File: src/rtl/mem_stage_if.sv
// rtl/mem_stage_if.sv - upstream, data-memory and writeback signals of the memory stage
interface mem_stage_if;
  // upstream instruction
  logic        in_valid;
  logic [3:0]  in_op;
  logic [31:0] in_rslt;
  logic [31:0] in_wdata;
  logic [4:0]  in_rd;
  logic        stall;
  // data memory request/acknowledge
  logic        mem_req;
  logic        mem_we;
  logic [31:0] mem_addr;
  logic [3:0]  mem_be;
  logic [31:0] mem_wdata;
  logic        mem_ack;
  logic [31:0] mem_rdata;
  // register writeback
  logic        wb_valid;
  logic        wb_we;
  logic [4:0]  wb_rd;
  logic [31:0] wb_data;
  logic        wb_err;

  // environment side: drives instructions and memory responses
  modport master (
    output in_valid, in_op, in_rslt, in_wdata, in_rd, mem_ack, mem_rdata,
    input  stall, mem_req, mem_we, mem_addr, mem_be, mem_wdata,
    input  wb_valid, wb_we, wb_rd, wb_data, wb_err
  );

  // stage side
  modport slave (
    input  in_valid, in_op, in_rslt, in_wdata, in_rd, mem_ack, mem_rdata,
    output stall, mem_req, mem_we, mem_addr, mem_be, mem_wdata,
    output wb_valid, wb_we, wb_rd, wb_data, wb_err
  );
endinterface

File: src/rtl/mem_stage.sv
// rtl/mem_stage.sv - memory-access pipeline stage; MEM_STAGE_SUBWORD_EN enables byte/halfword ops
module mem_stage (
  input  logic      clk,
  input  logic      rst,
  mem_stage_if.slave bus
);

  typedef enum logic {IDLE = 1'b0, BUSY = 1'b1} state_t;

  localparam logic [3:0] OP_NONE = 4'd0;
  localparam logic [3:0] OP_LW   = 4'd1;
  localparam logic [3:0] OP_SW   = 4'd2;
`ifdef MEM_STAGE_SUBWORD_EN
  localparam logic [3:0] OP_LB   = 4'd3;
  localparam logic [3:0] OP_LBU  = 4'd4;
  localparam logic [3:0] OP_LH   = 4'd5;
  localparam logic [3:0] OP_LHU  = 4'd6;
  localparam logic [3:0] OP_SB   = 4'd7;
  localparam logic [3:0] OP_SH   = 4'd8;
`endif

  state_t      state_q;
  logic        mem_req_q;
  logic        mem_we_q;
  logic [31:0] mem_addr_q;
  logic [3:0]  mem_be_q;
  logic [31:0] mem_wdata_q;
  logic        store_q;
  logic [4:0]  rd_q;
  logic        wb_valid_q;
  logic        wb_we_q;
  logic        wb_err_q;
  logic [4:0]  wb_rd_q;
  logic [31:0] wb_data_q;
`ifdef MEM_STAGE_SUBWORD_EN
  logic [3:0]  op_q;
  logic [1:0]  lane_q;
  logic [7:0]  byte_sel;
  logic [15:0] half_sel;
`endif

  logic        is_none;
  logic        is_store;
  logic        mem_ok;
  logic [3:0]  req_be_d;
  logic [31:0] req_wdata_d;
  logic [31:0] load_data;

  // Decode the incoming op: legality, alignment, byte enables and lane-aligned store data
  always_comb begin
    is_none     = (bus.in_op == OP_NONE);
    is_store    = 1'b0;
    mem_ok      = 1'b0;
    req_be_d    = 4'b1111;
    req_wdata_d = bus.in_wdata;
    case (bus.in_op)
      OP_LW: mem_ok = (bus.in_rslt[1:0] == 2'b00);
      OP_SW: begin
        is_store = 1'b1;
        mem_ok   = (bus.in_rslt[1:0] == 2'b00);
      end
`ifdef MEM_STAGE_SUBWORD_EN
      OP_LB, OP_LBU, OP_SB: begin
        is_store    = (bus.in_op == OP_SB);
        mem_ok      = 1'b1;
        req_be_d    = 4'b0001 << bus.in_rslt[1:0];
        req_wdata_d = {4{bus.in_wdata[7:0]}};
      end
      OP_LH, OP_LHU, OP_SH: begin
        is_store    = (bus.in_op == OP_SH);
        mem_ok      = !bus.in_rslt[0];
        req_be_d    = 4'b0011 << bus.in_rslt[1:0];
        req_wdata_d = {2{bus.in_wdata[15:0]}};
      end
`endif
      default: mem_ok = 1'b0;
    endcase
  end

  // Select and extend the addressed lane of the returned read word
  always_comb begin
    load_data = bus.mem_rdata;
`ifdef MEM_STAGE_SUBWORD_EN
    case (lane_q)
      2'd0:    byte_sel = bus.mem_rdata[7:0];
      2'd1:    byte_sel = bus.mem_rdata[15:8];
      2'd2:    byte_sel = bus.mem_rdata[23:16];
      default: byte_sel = bus.mem_rdata[31:24];
    endcase
    half_sel = lane_q[1] ? bus.mem_rdata[31:16] : bus.mem_rdata[15:0];
    case (op_q)
      OP_LB:   load_data = {{24{byte_sel[7]}}, byte_sel};
      OP_LBU:  load_data = {24'd0, byte_sel};
      OP_LH:   load_data = {{16{half_sel[15]}}, half_sel};
      OP_LHU:  load_data = {16'd0, half_sel};
      default: load_data = bus.mem_rdata;
    endcase
`endif
  end

  // Stage control: accept in IDLE, hold the request in BUSY until ack, retire one pulse per instruction
  always_ff @(posedge clk) begin
    if (rst) begin
      state_q     <= IDLE;
      mem_req_q   <= 1'b0;
      mem_we_q    <= 1'b0;
      mem_addr_q  <= 32'd0;
      mem_be_q    <= 4'd0;
      mem_wdata_q <= 32'd0;
      store_q     <= 1'b0;
      rd_q        <= 5'd0;
      wb_valid_q  <= 1'b0;
      wb_we_q     <= 1'b0;
      wb_err_q    <= 1'b0;
      wb_rd_q     <= 5'd0;
      wb_data_q   <= 32'd0;
`ifdef MEM_STAGE_SUBWORD_EN
      op_q        <= 4'd0;
      lane_q      <= 2'd0;
`endif
    end else begin
      wb_valid_q <= 1'b0;
      wb_we_q    <= 1'b0;
      wb_err_q   <= 1'b0;
      case (state_q)
        IDLE: begin
          if (bus.in_valid) begin
            if (is_none) begin
              wb_valid_q <= 1'b1;
              wb_we_q    <= (bus.in_rd != 5'd0);
              wb_rd_q    <= bus.in_rd;
              wb_data_q  <= bus.in_rslt;
            end else if (mem_ok) begin
              mem_req_q   <= 1'b1;
              mem_we_q    <= is_store;
              mem_addr_q  <= {bus.in_rslt[31:2], 2'b00};
              mem_be_q    <= req_be_d;
              mem_wdata_q <= req_wdata_d;
              store_q     <= is_store;
              rd_q        <= bus.in_rd;
`ifdef MEM_STAGE_SUBWORD_EN
              op_q        <= bus.in_op;
              lane_q      <= bus.in_rslt[1:0];
`endif
              state_q     <= BUSY;
            end else begin
              // misaligned or illegal: retire immediately with an error, no memory traffic
              wb_valid_q <= 1'b1;
              wb_err_q   <= 1'b1;
              wb_rd_q    <= bus.in_rd;
              wb_data_q  <= 32'd0;
            end
          end
        end
        BUSY: begin
          if (bus.mem_ack) begin
            mem_req_q  <= 1'b0;
            wb_valid_q <= 1'b1;
            wb_rd_q    <= rd_q;
            wb_we_q    <= !store_q && (rd_q != 5'd0);
            wb_data_q  <= store_q ? 32'd0 : load_data;
            state_q    <= IDLE;
          end
        end
        default: state_q <= IDLE;
      endcase
    end
  end

  assign bus.stall     = ((state_q == IDLE) && bus.in_valid && !is_none && mem_ok) ||
                         ((state_q == BUSY) && !bus.mem_ack);
  assign bus.mem_req   = mem_req_q;
  assign bus.mem_we    = mem_we_q;
  assign bus.mem_addr  = mem_addr_q;
  assign bus.mem_be    = mem_be_q;
  assign bus.mem_wdata = mem_wdata_q;
  assign bus.wb_valid  = wb_valid_q;
  assign bus.wb_we     = wb_we_q;
  assign bus.wb_rd     = wb_rd_q;
  assign bus.wb_data   = wb_data_q;
  assign bus.wb_err    = wb_err_q;

endmodule

File: src/flat_wrapper.sv
// flat-port wrapper written by rule: the top's interface ports become plain ports
module mem_stage_flat 
  (clk, rst, bus_in_valid, bus_in_op, bus_in_rslt, bus_in_wdata, bus_in_rd, bus_mem_ack, bus_mem_rdata, bus_stall, bus_mem_req, bus_mem_we, bus_mem_addr, bus_mem_be, bus_mem_wdata, bus_wb_valid, bus_wb_we, bus_wb_rd, bus_wb_data, bus_wb_err);
  mem_stage_if bus_i ();
  input  logic clk;
  input  logic rst;
  input wire logic [$bits(bus_i.in_valid)-1:0] bus_in_valid;
  input wire logic [$bits(bus_i.in_op)-1:0] bus_in_op;
  input wire logic [$bits(bus_i.in_rslt)-1:0] bus_in_rslt;
  input wire logic [$bits(bus_i.in_wdata)-1:0] bus_in_wdata;
  input wire logic [$bits(bus_i.in_rd)-1:0] bus_in_rd;
  input wire logic [$bits(bus_i.mem_ack)-1:0] bus_mem_ack;
  input wire logic [$bits(bus_i.mem_rdata)-1:0] bus_mem_rdata;
  output wire logic [$bits(bus_i.stall)-1:0] bus_stall;
  output wire logic [$bits(bus_i.mem_req)-1:0] bus_mem_req;
  output wire logic [$bits(bus_i.mem_we)-1:0] bus_mem_we;
  output wire logic [$bits(bus_i.mem_addr)-1:0] bus_mem_addr;
  output wire logic [$bits(bus_i.mem_be)-1:0] bus_mem_be;
  output wire logic [$bits(bus_i.mem_wdata)-1:0] bus_mem_wdata;
  output wire logic [$bits(bus_i.wb_valid)-1:0] bus_wb_valid;
  output wire logic [$bits(bus_i.wb_we)-1:0] bus_wb_we;
  output wire logic [$bits(bus_i.wb_rd)-1:0] bus_wb_rd;
  output wire logic [$bits(bus_i.wb_data)-1:0] bus_wb_data;
  output wire logic [$bits(bus_i.wb_err)-1:0] bus_wb_err;
  assign bus_i.in_valid = bus_in_valid;
  assign bus_i.in_op = bus_in_op;
  assign bus_i.in_rslt = bus_in_rslt;
  assign bus_i.in_wdata = bus_in_wdata;
  assign bus_i.in_rd = bus_in_rd;
  assign bus_i.mem_ack = bus_mem_ack;
  assign bus_i.mem_rdata = bus_mem_rdata;
  assign bus_stall = bus_i.stall;
  assign bus_mem_req = bus_i.mem_req;
  assign bus_mem_we = bus_i.mem_we;
  assign bus_mem_addr = bus_i.mem_addr;
  assign bus_mem_be = bus_i.mem_be;
  assign bus_mem_wdata = bus_i.mem_wdata;
  assign bus_wb_valid = bus_i.wb_valid;
  assign bus_wb_we = bus_i.wb_we;
  assign bus_wb_rd = bus_i.wb_rd;
  assign bus_wb_data = bus_i.wb_data;
  assign bus_wb_err = bus_i.wb_err;
  mem_stage u_core (.clk(clk), .rst(rst), .bus(bus_i));
endmodule
File: config.mk
export PLATFORM = sky130hd
export DESIGN_NAME = mem_stage_flat
export DESIGN_NICKNAME = d
export VERILOG_FILES = /design/src/rtl/mem_stage_if.sv /design/src/rtl/mem_stage.sv /design/src/flat_wrapper.sv
export SDC_FILE = /design/constraint.sdc
export NUM_CORES = 1
export LEC_CHECK = 0
export ABC_CLOCK_PERIOD_IN_PS = 3300
export BUFFER_PORTS_ARGS = -buffer_cell sky130_fd_sc_hd__clkbuf_2
export CAP_MARGIN = 20
export CORE_ASPECT_RATIO = 2
export CORE_MARGIN = 1.5
export CORE_UTILIZATION = 35
export CTS_CLUSTER_DIAMETER = 150
export DETAILED_ROUTE_END_ITERATION = 12
export PLACE_DENSITY = 0.7
export SETUP_SLACK_MARGIN = 0.05
export SLEW_MARGIN = 5
export SYNTH_ARGS = -nofsm -noshare
export SYNTH_HDL_FRONTEND = slang
export SYNTH_SLANG_ARGS = --single-unit
File: constraint.sdc
create_clock -name clk -period 3.3 [get_ports clk]
set_clock_uncertainty 0.2 [all_clocks]
set_input_delay 0.66 -clock clk [delete_from_list [all_inputs] [get_ports clk]]
set_output_delay 0.66 -clock clk [all_outputs]
set_load 0.01 [all_outputs]
### After elaboration in Yosys (flattened, before gate mapping)

Index checks and enable logic that the tools add are counted.

* bits in registers: 111
* output and inout port bits: 111
* logic and storage cells: 72

* multiplexer cells: 32
* bitwise logic cells: 3
* eq/ne operators: 7
* reductions and logical operators: 18

Operator list (number)
* $mux 32: 5
* $pmux 32 s2: 1
* $mux 5: 4
* $mux 1: 17
* $pmux 5 s2: 1
* $reduce_bool 5->1: 2
* $pmux 1 s2: 4
* $reduce_and 4->1: 2
* $ne 2x2->1 const B: 3
* $logic_and 1x1->1: 5
* $eq 4x1->1 const B: 1
* $eq 4x2->1 const B: 1
* $logic_not 4->1: 1
* $reduce_or 4->1: 1
* $logic_not 1->1: 3
* $ne 3x2->1 const B: 1
* $not 1->1: 3
* $reduce_and 3->1: 1
* $logic_not 2->1: 1
* $ne 2x1->1 const B: 1
* $reduce_or 2->1: 1
* $logic_or 1x1->1: 1

### Longest topological paths before layout

* depth in word-level cells: 7
* mapped depth: 7
* mapped depth without buffers: 4

### Worst setup path before layout

Ideal clock, no wire load.

* path kind: input to output
* start point: input port bus_in_op[3]
* end point: output port bus_stall
* data required time: 2440 ps
* cell stages on the path: 4
* buffers on the path: 1
* arrival time: 1523 ps
* setup slack: 917 ps
* cells stage by stage: nor4_4 -> nand3_1 -> buf_2 -> o21ai_1

* longest elaborated chain between the ends: 5

Ends and longest elaborated chain
* from (decl): line flat_wrapper.sv:8 `input wire logic [$bits(bus_i.in_op)-1:0] bus_in_op;`
* $eq 4x1->1, or another cell as far along: line mem_stage.sv:56 `case (bus.in_op)`
* $reduce_or 2->1 (no line) or $logic_not 1->1 (tied branches)
* $mux 1 or $logic_and 1x1->1 (tied branches)
* $logic_and 1x1->1 (*): line mem_stage.sv:170 `assign bus.stall = ((state_q == IDLE) && bus.in_valid && !is_none && mem_ok) ||`
* $logic_or 1x1->1 (*): line mem_stage.sv:170
* to (decl): line flat_wrapper.sv:14 `output wire logic [$bits(bus_i.stall)-1:0] bus_stall;`

Every way passes the cells marked *; elsewhere a longest branch is shown, timed or not.

### Worst setup path after layout

Ends and elaborated chain as after synthesis.

==> impl_results.md <==
- Longest individual stage delay on the worst path: 0.39 ns
- Htree depth: 3
- Slew HR: 50.1%
- Result of the run: complete, no violations
- Sinks on the clock net: 111
- Number of setup buffers added after CTS: 0
- Total global-route track usage: 21.3%
- Worst hold slack: 0.254 ns
- Number of global-route vias before repair: 4359
- Setup slack after layout: 0.776 ns
- Achievable Freq: 396 MHz
- Clk pin slew, worst setup/hold paths: 0.07 ns
- Slack of the worst reg-to-reg path: 1.10 ns
- Area Growth Syn to Fin: 33.4%
- Filler instances: 1260
- Area taken by flip-flops and latches: 2220 µm²
- Width of the chip: 81.8 µm
- Post-synthesis cell type count: 31
- Peak supply drop: 0.000290 V
- Startpoint of the lowest-slack register-to-register path: u_core.state_q
- Number of placed cells counting well taps: 834
- CTS Root Cell: sky130_fd_sc_hd__clkbuf_16
- Commonest non-fill, non-tap cells in the layout: 216 x sky130_fd_sc_hd__clkbuf_2, 137 x sky130_fd_sc_hd__nand2_1, 111 x sky130_fd_sc_hd__dfxtp_1
- Critical path cell sequence: clkbuf_2 -> nor4_4 -> nand3_2 -> o21ai_1 -> clkbuf_2
- Via count: 4445
- Number of nets at the end of the flow: 807
- Biggest fanout along the worst timing path: 4
- Synthesis Warnings: 0
- Total of endpoints with negative setup slack in the final report: 0
- Area share of the largest cell type after synthesis: 51.2%
- Number of pins exceeding their max-slew limit in the final report: 0
- Core box area: 12100 µm²
- Area of combinational cells with multiple inputs: 1770 µm²
- Total of cells resized after clock tree synthesis: 0
- Leading post-synthesis cells by cell area: sky130_fd_sc_hd__dfxtp_1 51%, sky130_fd_sc_hd__nand2_1 12%, sky130_fd_sc_hd__a21oi_1 8.9%
- Total Wirelength: 13800 µm
- Finished layout cell area: 5790 µm²
- DR iter-0 viols: 299
- CP Launch Type: primary input
- Number of inserted diodes: 0
- Pin count of the biggest net entering global routing: 69
- End-of-flow core utilization: 47.8%
- Last weighted congestion value of the routability-driven placer: 0.798
- Post-Place Cell Area: 5460 µm²
- Beginning of the critical path: bus_in_op[3]
- Worst Setup Slack post-DPL: 0.656 ns
- Buffer depth of the longest clock path: 2
- Class of the most critical setup path: in -> out
- Average vias per placed instance: 5.23
- DPL Wire Length: 10100 µm
- Starting density of the core: 35.8%
- Crit path capture type: output port
- Leading cell type in the layout, fill and taps excluded: sky130_fd_sc_hd__clkbuf_2
- Floorplan die height: 161 µm
- Number of max-cap violations: 0
- Final period demand of the worst path: 2.52 ns
- Count of final hold-check violations: 0
- Post-route antenna net violation count: 0
- Count of input and output buffers: 217
- Detail-routed net length per standard cell: 16.3 µm
- Post-synthesis instance area: 4340 µm²
- Remaining global-route overflow: 0
- CP Capture Point: bus_stall
- DRC violations left: 0
- Post-Layout Cell Count: 850
- Setup TNS: 0 ns
- Initial antenna violation count: 0
- Cells after Synth: 507
- Count of hold buffers inserted by post-cts repair: 0
- Site row count: 57
- Pre-Repair DR Iteration Count: 8
- Total of flip-flops plus latches after synthesis: 111
- Syn avg cell area: 8.56 µm²
- CTS tree: yes
- Worst EP arrival: 1.66 ns
- Full die area: 13100 µm²
- Fraction of layout cells with a size suffix above 1: 36.0%
- Worst reg2reg path endpoint: u_core.bus.wb_data[16]
- Leakage: 2.52 nW
- Power per standard cell area: 493 nW/µm²
- I/O pin count: 220
- Worst-skew pair later-pin latency: 0.33 ns
- Total chip power: 2.85 mW
- First-pass GRT wire length: 21500 µm
- Fraction of the yosys area taken by sequential cells: 51.2%
- Unrepaired setup endpoints after global routing: no
- Slew @ Worst Pin: 0.748 ns
- Standard cell with the maximum stage delay on the critical path: sky130_fd_sc_hd__nor4_4
- Synth area leader: sky130_fd_sc_hd__dfxtp_1
- Share of the clock period used by the worst path after layout: 76.5%
- Number of clock buffers inserted by TritonCTS: 9
- Cell with the most instances on the worst path: sky130_fd_sc_hd__clkbuf_2
- Class of the tightest hold or removal check: reg -> reg
- Path depth of the worst reg2reg path: 5
- Data required time of the critical path: 2.44 ns
## worst max-delay path, delay by kind of cell
family          cells  cell delay [ns]
buf+inv             2             0.31
compound gates      1             0.18
simple gates        2             0.50
## logic make-up (layout without fill, tap and decap cells)
logic type	after synthesis	in the layout	share of synthesized area, %
buf+inv	76	271	8.41
mux	5	5	1.15
xor+xnor	1	1	0.202
simple gates	157	157	15.0
compound gates	156	156	24.0
flops	111	111	51.2
other cells	1	2	0.0864
## synth_stat cells, drive strengths merged
| cell | n |
|---|---|
| a222oi | 24 |
| a21bo | 1 |
| nand3 | 2 |
| o211a | 5 |
| conb | 1 |
| nand2 | 137 |
| a211oi | 24 |
| mux2i | 5 |
| dfxtp | 111 |
| a21oi | 77 |
| and2 | 3 |
| inv | 26 |
| or4 | 2 |
| a22oi | 8 |
| buf | 31 |
| and3 | 1 |
| nor4 | 2 |
| nor2b | 1 |
| nor3 | 3 |
| xor2 | 1 |
| clkbuf | 19 |
| nor2 | 6 |
| o211ai | 2 |
| o21ai | 6 |
| a21boi | 1 |
| o31ai | 8 |
## cell type report
| class | count | share of cell area, % |
|---|---|---|
| sequential | 111 | 38.4 |
| inverter | 26 | 1.69 |
| timing repair buffer | 229 | 20.6 |
| clock buffer | 9 | 3.89 |
| multi-input combinational | 321 | 30.5 |
| tap | 147 | 3.18 |
| clock inverter | 7 | 1.77 |
## sequential cells by signal, indices dropped and copies added, names as in the netlist
signal,flops
u_core.bus.mem_addr,30
u_core.bus.mem_be,1
u_core.bus.mem_req,1
u_core.bus.mem_wdata,32
u_core.bus.mem_we,1
u_core.bus.wb_data,32
u_core.bus.wb_err,1
u_core.bus.wb_rd,5
u_core.bus.wb_valid,1
u_core.bus.wb_we,1
u_core.rd_q,5
u_core.state_q,1
## report_power, final
part           switching, mW  internal, mW  leakage [nW]
combinational          0.154         0.122          1.45
sequential            0.0214          1.38         0.902
clock                  0.502         0.677         0.162
## metal layers
layer | GRT usage, % | share of wire (%) | routed length (µm) | vias up
met3 | 3.30 | 6.1 | 838 | 28
li1 | - | - | - | 2148
met2 | 38.5 | 54 | 7460 | 209
met4 | 10.1 | 3.1 | 425 | 0
met5 | 0 | 0 | 0 | -
met1 | 23.0 | 37 | 5090 | 2060
## worst min path at each step
| stage | slack (ns) | start | to | depth (start not counted) |
|---|---|---|---|---|
| after floorplan | 0.24 | u_core.rd_q[4] | u_core.rd_q[4] | 2 |
| after global placement | 0.24 | u_core.bus.mem_wdata[22] | u_core.bus.mem_wdata[22] | 2 |
| after detailed placement | 0.25 | u_core.bus.mem_wdata[16] | u_core.bus.mem_wdata[16] | 2 |
| after CTS | 0.26 | u_core.bus.mem_addr[6] | u_core.bus.mem_addr[6] | 2 |
| after global routing | 0.28 | u_core.bus.mem_addr[2] | u_core.bus.mem_addr[2] | 2 |
| final | 0.25 | u_core.bus.mem_addr[30] | u_core.bus.mem_addr[30] | 2 |
Power figures use the tool's default switching activity.
